$ cat src/rtl/div_pkg.sv
// Shared types and constants for the sequential restoring divider.
package div_pkg;

  typedef enum logic [1:0] {
    IDLE,
    RUN,
    DONE
  } state_t;

  localparam int DIV_WIDTH_DEFAULT = 4;

  // Iteration counter must be able to hold the value WIDTH itself.
  function automatic int div_cnt_width(input int width);
    return $clog2(width + 1);
  endfunction

endpackage

$ cat src/rtl/div_step.sv
// One combinational restoring-division iteration: shift in a dividend bit,
// trial-subtract the divisor, and keep or restore the partial remainder.
module div_step
  import div_pkg::*;
#(
  parameter int WIDTH = DIV_WIDTH_DEFAULT
) (
  input  logic [WIDTH-1:0] rem,
  input  logic             bit_in,
  input  logic [WIDTH-1:0] divisor,
  output logic [WIDTH-1:0] rem_next,
  output logic             q_bit
);

  logic [WIDTH:0] shifted;

  // When the trial subtraction does not borrow, the true difference is below
  // the divisor, so the low WIDTH bits of the subtraction are exact.
  always_comb begin
    shifted  = {rem, bit_in};
    q_bit    = (shifted >= {1'b0, divisor});
    rem_next = q_bit ? (shifted[WIDTH-1:0] - divisor) : shifted[WIDTH-1:0];
  end

endmodule

$ cat src/rtl/restoring_divider.sv
// Sequential unsigned restoring divider, one quotient bit per clock.
// Optional zero-divisor fast path enabled by RESTORING_DIVIDER_DIVZ_EN.
module restoring_divider
  import div_pkg::*;
#(
  parameter int WIDTH = DIV_WIDTH_DEFAULT
) (
  input  logic             clk,
  input  logic             rst_n,
  input  logic             start,
  input  logic [WIDTH-1:0] dividend,
  input  logic [WIDTH-1:0] divisor,
  output logic             busy,
  output logic             done,
  output logic [WIDTH-1:0] quotient,
  output logic [WIDTH-1:0] remainder,
  output logic             div_by_zero
);

  localparam int CNT_W = div_cnt_width(WIDTH);

  state_t             state;
  logic [WIDTH-1:0]   dvd_q;
  logic [WIDTH-1:0]   dvs;
  logic [WIDTH-1:0]   rem;
  logic [CNT_W-1:0]   count;
  logic [WIDTH-1:0]   rem_next;
  logic               q_bit;
  logic               accept;

  // dvd_q shifts dividend bits out of its MSB while quotient bits enter its LSB.
  div_step #(
    .WIDTH(WIDTH)
  ) u_step (
    .rem     (rem),
    .bit_in  (dvd_q[WIDTH-1]),
    .divisor (dvs),
    .rem_next(rem_next),
    .q_bit   (q_bit)
  );

`ifdef RESTORING_DIVIDER_DIVZ_EN
  logic divz_pending;

  // The DONE->IDLE edge doubles as an accept edge, giving one division per
  // WIDTH+1 cycles; the first DONE cycle of a zero-divisor op cannot accept.
  always_comb begin
    accept = start && ((state == IDLE) || ((state == DONE) && !divz_pending));
  end
`else
  always_comb begin
    accept = start && ((state == IDLE) || (state == DONE));
  end

  assign div_by_zero = 1'b0;
`endif

  always_ff @(posedge clk or negedge rst_n) begin
    if (!rst_n) begin
      state     <= IDLE;
      busy      <= 1'b0;
      done      <= 1'b0;
      quotient  <= '0;
      remainder <= '0;
      dvd_q     <= '0;
      dvs       <= '0;
      rem       <= '0;
      count     <= '0;
`ifdef RESTORING_DIVIDER_DIVZ_EN
      div_by_zero  <= 1'b0;
      divz_pending <= 1'b0;
`endif
    end else if (accept) begin
      dvd_q <= dividend;
      dvs   <= divisor;
      rem   <= '0;
      count <= CNT_W'(WIDTH);
      done  <= 1'b0;
`ifdef RESTORING_DIVIDER_DIVZ_EN
      div_by_zero <= 1'b0;
      if (divisor == '0) begin
        state        <= DONE;
        busy         <= 1'b0;
        divz_pending <= 1'b1;
      end else begin
        state <= RUN;
        busy  <= 1'b1;
      end
`else
      state <= RUN;
      busy  <= 1'b1;
`endif
    end else begin
      case (state)
        IDLE: begin
          done <= 1'b0;
        end
        RUN: begin
          rem   <= rem_next;
          dvd_q <= {dvd_q[WIDTH-2:0], q_bit};
          count <= count - 1'b1;
          if (count == CNT_W'(1)) begin
            state     <= DONE;
            busy      <= 1'b0;
            done      <= 1'b1;
            quotient  <= {dvd_q[WIDTH-2:0], q_bit};
            remainder <= rem_next;
          end
        end
        DONE: begin
`ifdef RESTORING_DIVIDER_DIVZ_EN
          if (divz_pending) begin
            divz_pending <= 1'b0;
            done         <= 1'b1;
            div_by_zero  <= 1'b1;
            quotient     <= '1;
            remainder    <= dvd_q;
          end else begin
            done        <= 1'b0;
            div_by_zero <= 1'b0;
            state       <= IDLE;
          end
`else
          done  <= 1'b0;
          state <= IDLE;
`endif
        end
        default: begin
          state <= IDLE;
        end
      endcase
    end
  end

endmodule

$ cat config.mk
export PLATFORM = sky130hd
export DESIGN_NAME = restoring_divider
export DESIGN_NICKNAME = d
export VERILOG_FILES = /design/src/rtl/div_pkg.sv /design/src/rtl/div_step.sv /design/src/rtl/restoring_divider.sv
export SDC_FILE = /design/constraint.sdc
export NUM_CORES = 1
export LEC_CHECK = 0
export BUFFER_PORTS_ARGS = -buffer_cell sky130_fd_sc_hd__buf_4
export CAP_MARGIN = 10
export CORE_MARGIN = 2
export CORE_UTILIZATION = 50
export CTS_CLUSTER_DIAMETER = 200
export DETAILED_ROUTE_END_ITERATION = 12
export GPL_TIMING_DRIVEN = 0
export PLACE_DENSITY = 0.72
export SLEW_MARGIN = 20
export SYNTH_ARGS = -nofsm -noshare
export SYNTH_HDL_FRONTEND = slang
export SYNTH_SLANG_ARGS = --single-unit
export TNS_END_PERCENT = 5
$ cat constraint.sdc
create_clock -name clk -period 2.9 [get_ports clk]
set_clock_uncertainty 0.15 [all_clocks]
set_input_delay 0.58 -clock clk [delete_from_list [all_inputs] [get_ports clk]]
set_output_delay 0.58 -clock clk [all_outputs]
set_load 0.01 [all_outputs]
== Word-level counts from Yosys, hierarchy flattened ==
Index checks and enable logic that the tools add are counted.

* Reduce and logical (&&, ||, !) cells: 11
* Muxes and demuxes: 16
* Bitwise gates (word level): 1
* $add $sub $neg: 2
* Eq/ne operators: 5
* Order comparisons: 1

{| class="wikitable"
|+ Operator list
! cell !! number
|-
| $mux W4 || 5
|-
| $mux W3 || 2
|-
| $reduce_and A2 Y1 || 3
|-
| $ge A5 B4 Y1 || 1
|-
| $mux W1 || 5
|-
| $mux W2 || 2
|-
| $pmux W2 S2 || 1
|-
| $reduce_bool A2 Y1 || 2
|-
| $sub A4 B4 Y4 || 1
|-
| $eq A3 B1 Y1 const B || 1
|-
| $ne A3 B3 Y1 const B || 1
|-
| $reduce_and A3 Y1 || 1
|-
| $reduce_bool A3 Y1 || 1
|-
| $sub A3 B1 Y3 const B || 1
|-
| $eq A2 B1 Y1 const B || 1
|-
| $eq A2 B2 Y1 const B || 1
|-
| $logic_not A2 Y1 || 1
|-
| $ne A2 B2 Y1 const B || 1
|-
| $pmux W1 S2 || 1
|-
| $reduce_or A2 Y1 || 1
|-
| $logic_and A1 B1 Y1 || 1
|-
| $logic_or A1 B1 Y1 || 1
|-
| $not A1 Y1 || 1
|}

* Word-level logic and storage cells: 45
* Output and inout bits: 11
* Input port bits: 11
* Register bits after elaboration: 27

== Longest topological paths before layout ==
* Depth in word-level cells: 5
* Gate-level depth with buffers: 7
* Mapped depth without buffers: 7

== Cells and area by module ==
Synthesis repeated with hierarchy kept, for this count alone.

* Cell total of the unflattened synthesis: 130
* Area total of the unflattened synthesis: 1,498.9 sq um

{| class="wikitable"
|+ Modules (own cells, without submodules)
! module !! sequential area each (sq um) !! area each (sq um) !! cells each !! instances
|-
| restoring_divider || 675.6 || 1,275.0 || 102 || 1
|-
| div_step || 0.0 || 224.0 || 28 || 1
|}

== Worst setup path after synthesis ==
OpenSTA, ideal clock, no wires.

* Kind: reg2reg
* Start point: register rem[1]
* End point: register remainder[1]
* Stages on the path, launching flop included: 7
* Arrival: 1.571 ns
* Data required time: 2.625 ns
* Period minus slack after synthesis: 1.846 ns
* Setup time: 0.125 ns
* Path buffers: 0
* Path slack: 1.054 ns
* Path through: dfrtp_1 > ha_1 > a21o_1 > a31oi_1 > o21a_4 > mux2i_1 > mux2_2

* Cells in the longest elaborated chain, start to end: 2

{| class="wikitable"
|+ Ends and longest elaborated chain
! item !! RTL line !! text
|-
| from (decl) || restoring_divider.sv:25 || <nowiki>logic [WIDTH-1:0] rem;</nowiki>
|-
| from (signal assigned) || restoring_divider.sv:99 || <nowiki>rem <= rem_next;</nowiki>
|-
| $ge A5 B4 Y1 || div_step.sv:21 || <nowiki>q_bit = (shifted >= {1'b0, divisor});</nowiki>
|-
| $mux W4 || div_step.sv:22 || <nowiki>rem_next = q_bit ? (shifted[WIDTH-1:0] - divisor) : shifted[WIDTH-1:0];</nowiki>
|-
| to (signal assigned) || restoring_divider.sv:107 || <nowiki>remainder <= rem_next;</nowiki>
|-
| to (decl) || restoring_divider.sv:16 || <nowiki>output logic [WIDTH-1:0] remainder,</nowiki>
|}

No other way between the ends.
A chain may end at the register's enable or synchronous reset.

== Worst setup path after layout ==
* Start point: register rem[1]
* End point: register remainder[0]

The elaborated chain is that of the path after synthesis.

==> flow_metrics.env <==
export IMPL_status="completed"
export IMPL_gp_congestion=0.8284
export IMPL_r2r_start="rem[1]"
export IMPL_worstPathRequired_ns=3.01
export IMPL_vias_per_cell=5.228
export IMPL_overflow=0
export IMPL_cp_start_kind="register"
export IMPL_hp_start="dividend[0]"
export IMPL_clock_fmax_mhz=492.8
export IMPL_hold_end="dvd_q[0]"
export IMPL_first_global_vias=862
export IMPL_rr_endpoint="remainder[0]"
export IMPL_p_switching_w=0.0007567
export IMPL_die_width_um=54.52
export IMPL_synth_cells=125
export IMPL_drtAntennaViolNets=0
export IMPL_fin_crit_ns=2.029
export IMPL_core_sq_um=2455
export IMPL_synth_cell_types=32
export IMPL_drv_slew=0
export IMPL_clk_pin_slew_ns=0.14
export IMPL_drv_cap=0
export IMPL_grt_pass1_wl_um=3857
export IMPL_pin_count=22
export IMPL_r2r_slack_ns=0.87
export IMPL_p_per_area_nw_per_um2=1237
export IMPL_cp_end_kind="register"
export IMPL_cts_root_buf="clkbuf_4"
export IMPL_die_h_um=54.52
export IMPL_dieArea_sq_um=2972
export IMPL_fin_nets=169
export IMPL_hold_violations=0
export IMPL_hold_path_class="in -> reg"
export IMPL_seqCellArea_sq_um=675.6
export IMPL_clock_latency_ns=0.32
export IMPL_hold_buffers=1
export IMPL_cts_resized=0
export IMPL_cp_data_arrival_time_ns=2.14
export IMPL_pwr_share_comb_pct=54.8
export IMPL_placementRows=18
export IMPL_initial_core_util_pct=51.99
export IMPL_synthesis_nets=143
export IMPL_worst_pin_slew_ns=0.6031
export IMPL_fill_cells=206
export IMPL_fin_ws_ns=0.8709
export IMPL_synth_cell_area_sq_um=1276
export IMPL_cts_path_max_buffers=2
export IMPL_p_int_w=0.001099
export IMPL_yosys_warnings=0
export IMPL_seq_power_share_pct=36.7
export IMPL_multiInputGateArea_sq_um=551.8
export IMPL_grt_max_degree=28
export IMPL_vias=941
export IMPL_hold_depth=2
export IMPL_cts_sinks=27
export IMPL_ys_seq_elements=27
export IMPL_preCtsSetupSlack_ns=0.9003
export IMPL_drtIter0Drc=7
export IMPL_startpoint="rem[1]"
export IMPL_cts_tree="done"
export IMPL_pwr_share_clk_pct=8.5
export IMPL_numCtsBuffers=3
export IMPL_io_buffers=20
export IMPL_ys_seq_area_share_pct=52.94
export IMPL_syn_area_per_cell_sq_um=10.21
export IMPL_swShare_pct=40.78
export IMPL_slew_headroom_pct=59.65
export IMPL_p_leak_nw=0.7576
export IMPL_drive_gt1_share_pct=20.00
export IMPL_final_setup_tns_ns=0
export IMPL_antenna_found_initial=0
export IMPL_drcViolationCount=0
export IMPL_cts_setup_buffers=0
export IMPL_finalCritPeriodShare_pct=69.97
export IMPL_dr_pass1_iters=4
export IMPL_area_growth_syn_to_layout_pct=17.55
export IMPL_vdd_ir_drop_max_v=0.0006579
export IMPL_setup_violations=0
export IMPL_wire_per_inst_um=13.84
export IMPL_diodes=0
export IMPL_grtUsageTotal_pct=18.82
export IMPL_drt_wl_total_um=2491
export IMPL_criticalPathCategory="reg -> reg"
export IMPL_dp_hpwl_um=1843
export IMPL_cp_max_fo=5
export IMPL_rsz0062_at_grt="no"
export IMPL_worst_r2r_cell_count=6
export IMPL_cts_htree_levels=1
routing by layer:
metal	up-vias	track usage, %	routed length, um
met4	0	8.750	15
li1	468	-	-
met1	457	25.76	1142
met5	-	0	0
met3	2	2.732	75
met2	14	29.52	1258
critical path: stages, from the launching register on:
cell and delay (ns):
dfrtp_1 0.44, ha_1 0.35, a21o_1 0.18, a31oi_1 0.20
o21a_4 0.20, mux2i_1 0.27, mux2_2 0.19
synthesized netlist by cell type:
cell,instances,share of area (%)
nor2_2,1,0.49
dfrtp_1,27,53
o21a_4,1,1.2
a221o_1,1,0.78
nand4b_1,1,0.69
o21ai_1,2,0.78
o211ai_1,1,0.59
nor2b_1,3,1.5
a22oi_1,2,1.2
inv_2,1,0.29
and2b_1,1,0.59
a21o_1,2,1.2
inv_1,8,2.4
ha_1,6,5.9
o21ai_0,10,3.9
clkbuf_1,2,0.59
mux2_2,3,2.6
nand2b_1,3,1.5
nand3_1,2,0.78
o21a_1,1,0.59
and3_1,1,0.49
fa_1,1,1.6
conb_1,1,0.29
a22o_1,3,2.1
nor3_1,1,0.39
mux2i_1,4,3.1
a21oi_1,2,0.78
nand2_1,30,8.8
a31oi_1,1,0.49
buf_4,1,0.59
nor2_1,1,0.29
xnor2_1,1,0.69
metrics by stage:
| stage | utilization (%) | power [W] | instance area [sq um] | hold WS [ns] | instances |
|---|---|---|---|---|---|
| after floorplan | - | 0.001399 | 1276 | 0.1344 | 125 |
| after global placement | 59.63 | 0.001661 | 1464 | 0.3124 | 175 |
| after detailed placement | 59.63 | 0.001710 | 1464 | 0.3144 | 175 |
| after CTS | 61.11 | 0.001874 | 1500 | 0.2904 | 180 |
| after global routing | 61.11 | 0.002027 | 1500 | 0.2955 | 180 |
| final | 61.11 | 0.001856 | 1500 | 0.2999 | 180 |
cells by family (layout without fill, tap and decap cells):
kind of cell / after synthesis / after routing / share of synthesized area (%)
buffers and inverters: 12 / 37 / 3.824
other: 1 / 1 / 0.2938
and+or+nand+nor: 44 / 44 / 15.49
adders and majority gates: 7 / 7 / 7.451
muxes: 7 / 7 / 5.784
AOI/OAI and AO/OA: 26 / 26 / 13.53
DFF: 27 / 27 / 52.94
xor gates and xnor gates: 1 / 1 / 0.6864
layout make-up:
| type | count | area share (%) |
|---|---|---|
| flip-flops and latches | 27 | 45.04 |
| inverters | 9 | 2.252 |
| clock buffers | 4 | 1.751 |
| well taps | 30 | 2.502 |
| repair buffers | 21 | 10.68 |
| plain buffers | 3 | 1.001 |
| multi-input cells | 86 | 36.78 |
worst max-delay path by stage:
stage | end | slack [ns] | cells past startpoint
floorplan | remainder[1] | 1.05 | 6
global placement | remainder[2] | 0.90 | 6
detailed placement | remainder[2] | 0.90 | 6
CTS | remainder[0] | 0.87 | 6
global route | remainder[0] | 0.75 | 6
finish | remainder[0] | 0.87 | 6
power groups by stage:
| stage | clock, W | combinational (W) | sequential (W) |
|---|---|---|---|
| 6_report | 0.000158 | 0.00102 | 0.000681 |
| 5_1_grt | 0.000177 | 0.00114 | 0.000706 |
| 4_1_cts | 0.000165 | 0.00103 | 0.000681 |
| 3_5_place_dp | 0 | 0.00102 | 0.000688 |
| 3_3_place_gp | 0 | 0.000979 | 0.000681 |
| 2_1_floorplan | 0 | 0.000703 | 0.000697 |
sequential cells by signal, summed over array words and instances (netlist names):
name,count
dvs,4
done,1
remainder,4
rem,4
busy,1
state,2
dvd_q,4
quotient,4
count,3
cells in the final DEF (no fill, tap or decap), drive strengths merged, types with 2 or more instances in the layout:
| master | count |
|---|---|
| a21o | 2 |
| a22oi | 2 |
| nor2b | 3 |
| mux2 | 3 |
| a22o | 3 |
| a21oi | 2 |
| buf | 21 |
| inv | 9 |
| clkbuf | 6 |
| ha | 6 |
| o21a | 2 |
| nand3 | 2 |
| nor2 | 2 |
| mux2i | 4 |
| dfrtp | 27 |
| o21ai | 12 |
| nand2 | 30 |
| nand2b | 3 |
Note: power is estimated with default switching activity, not from simulation.
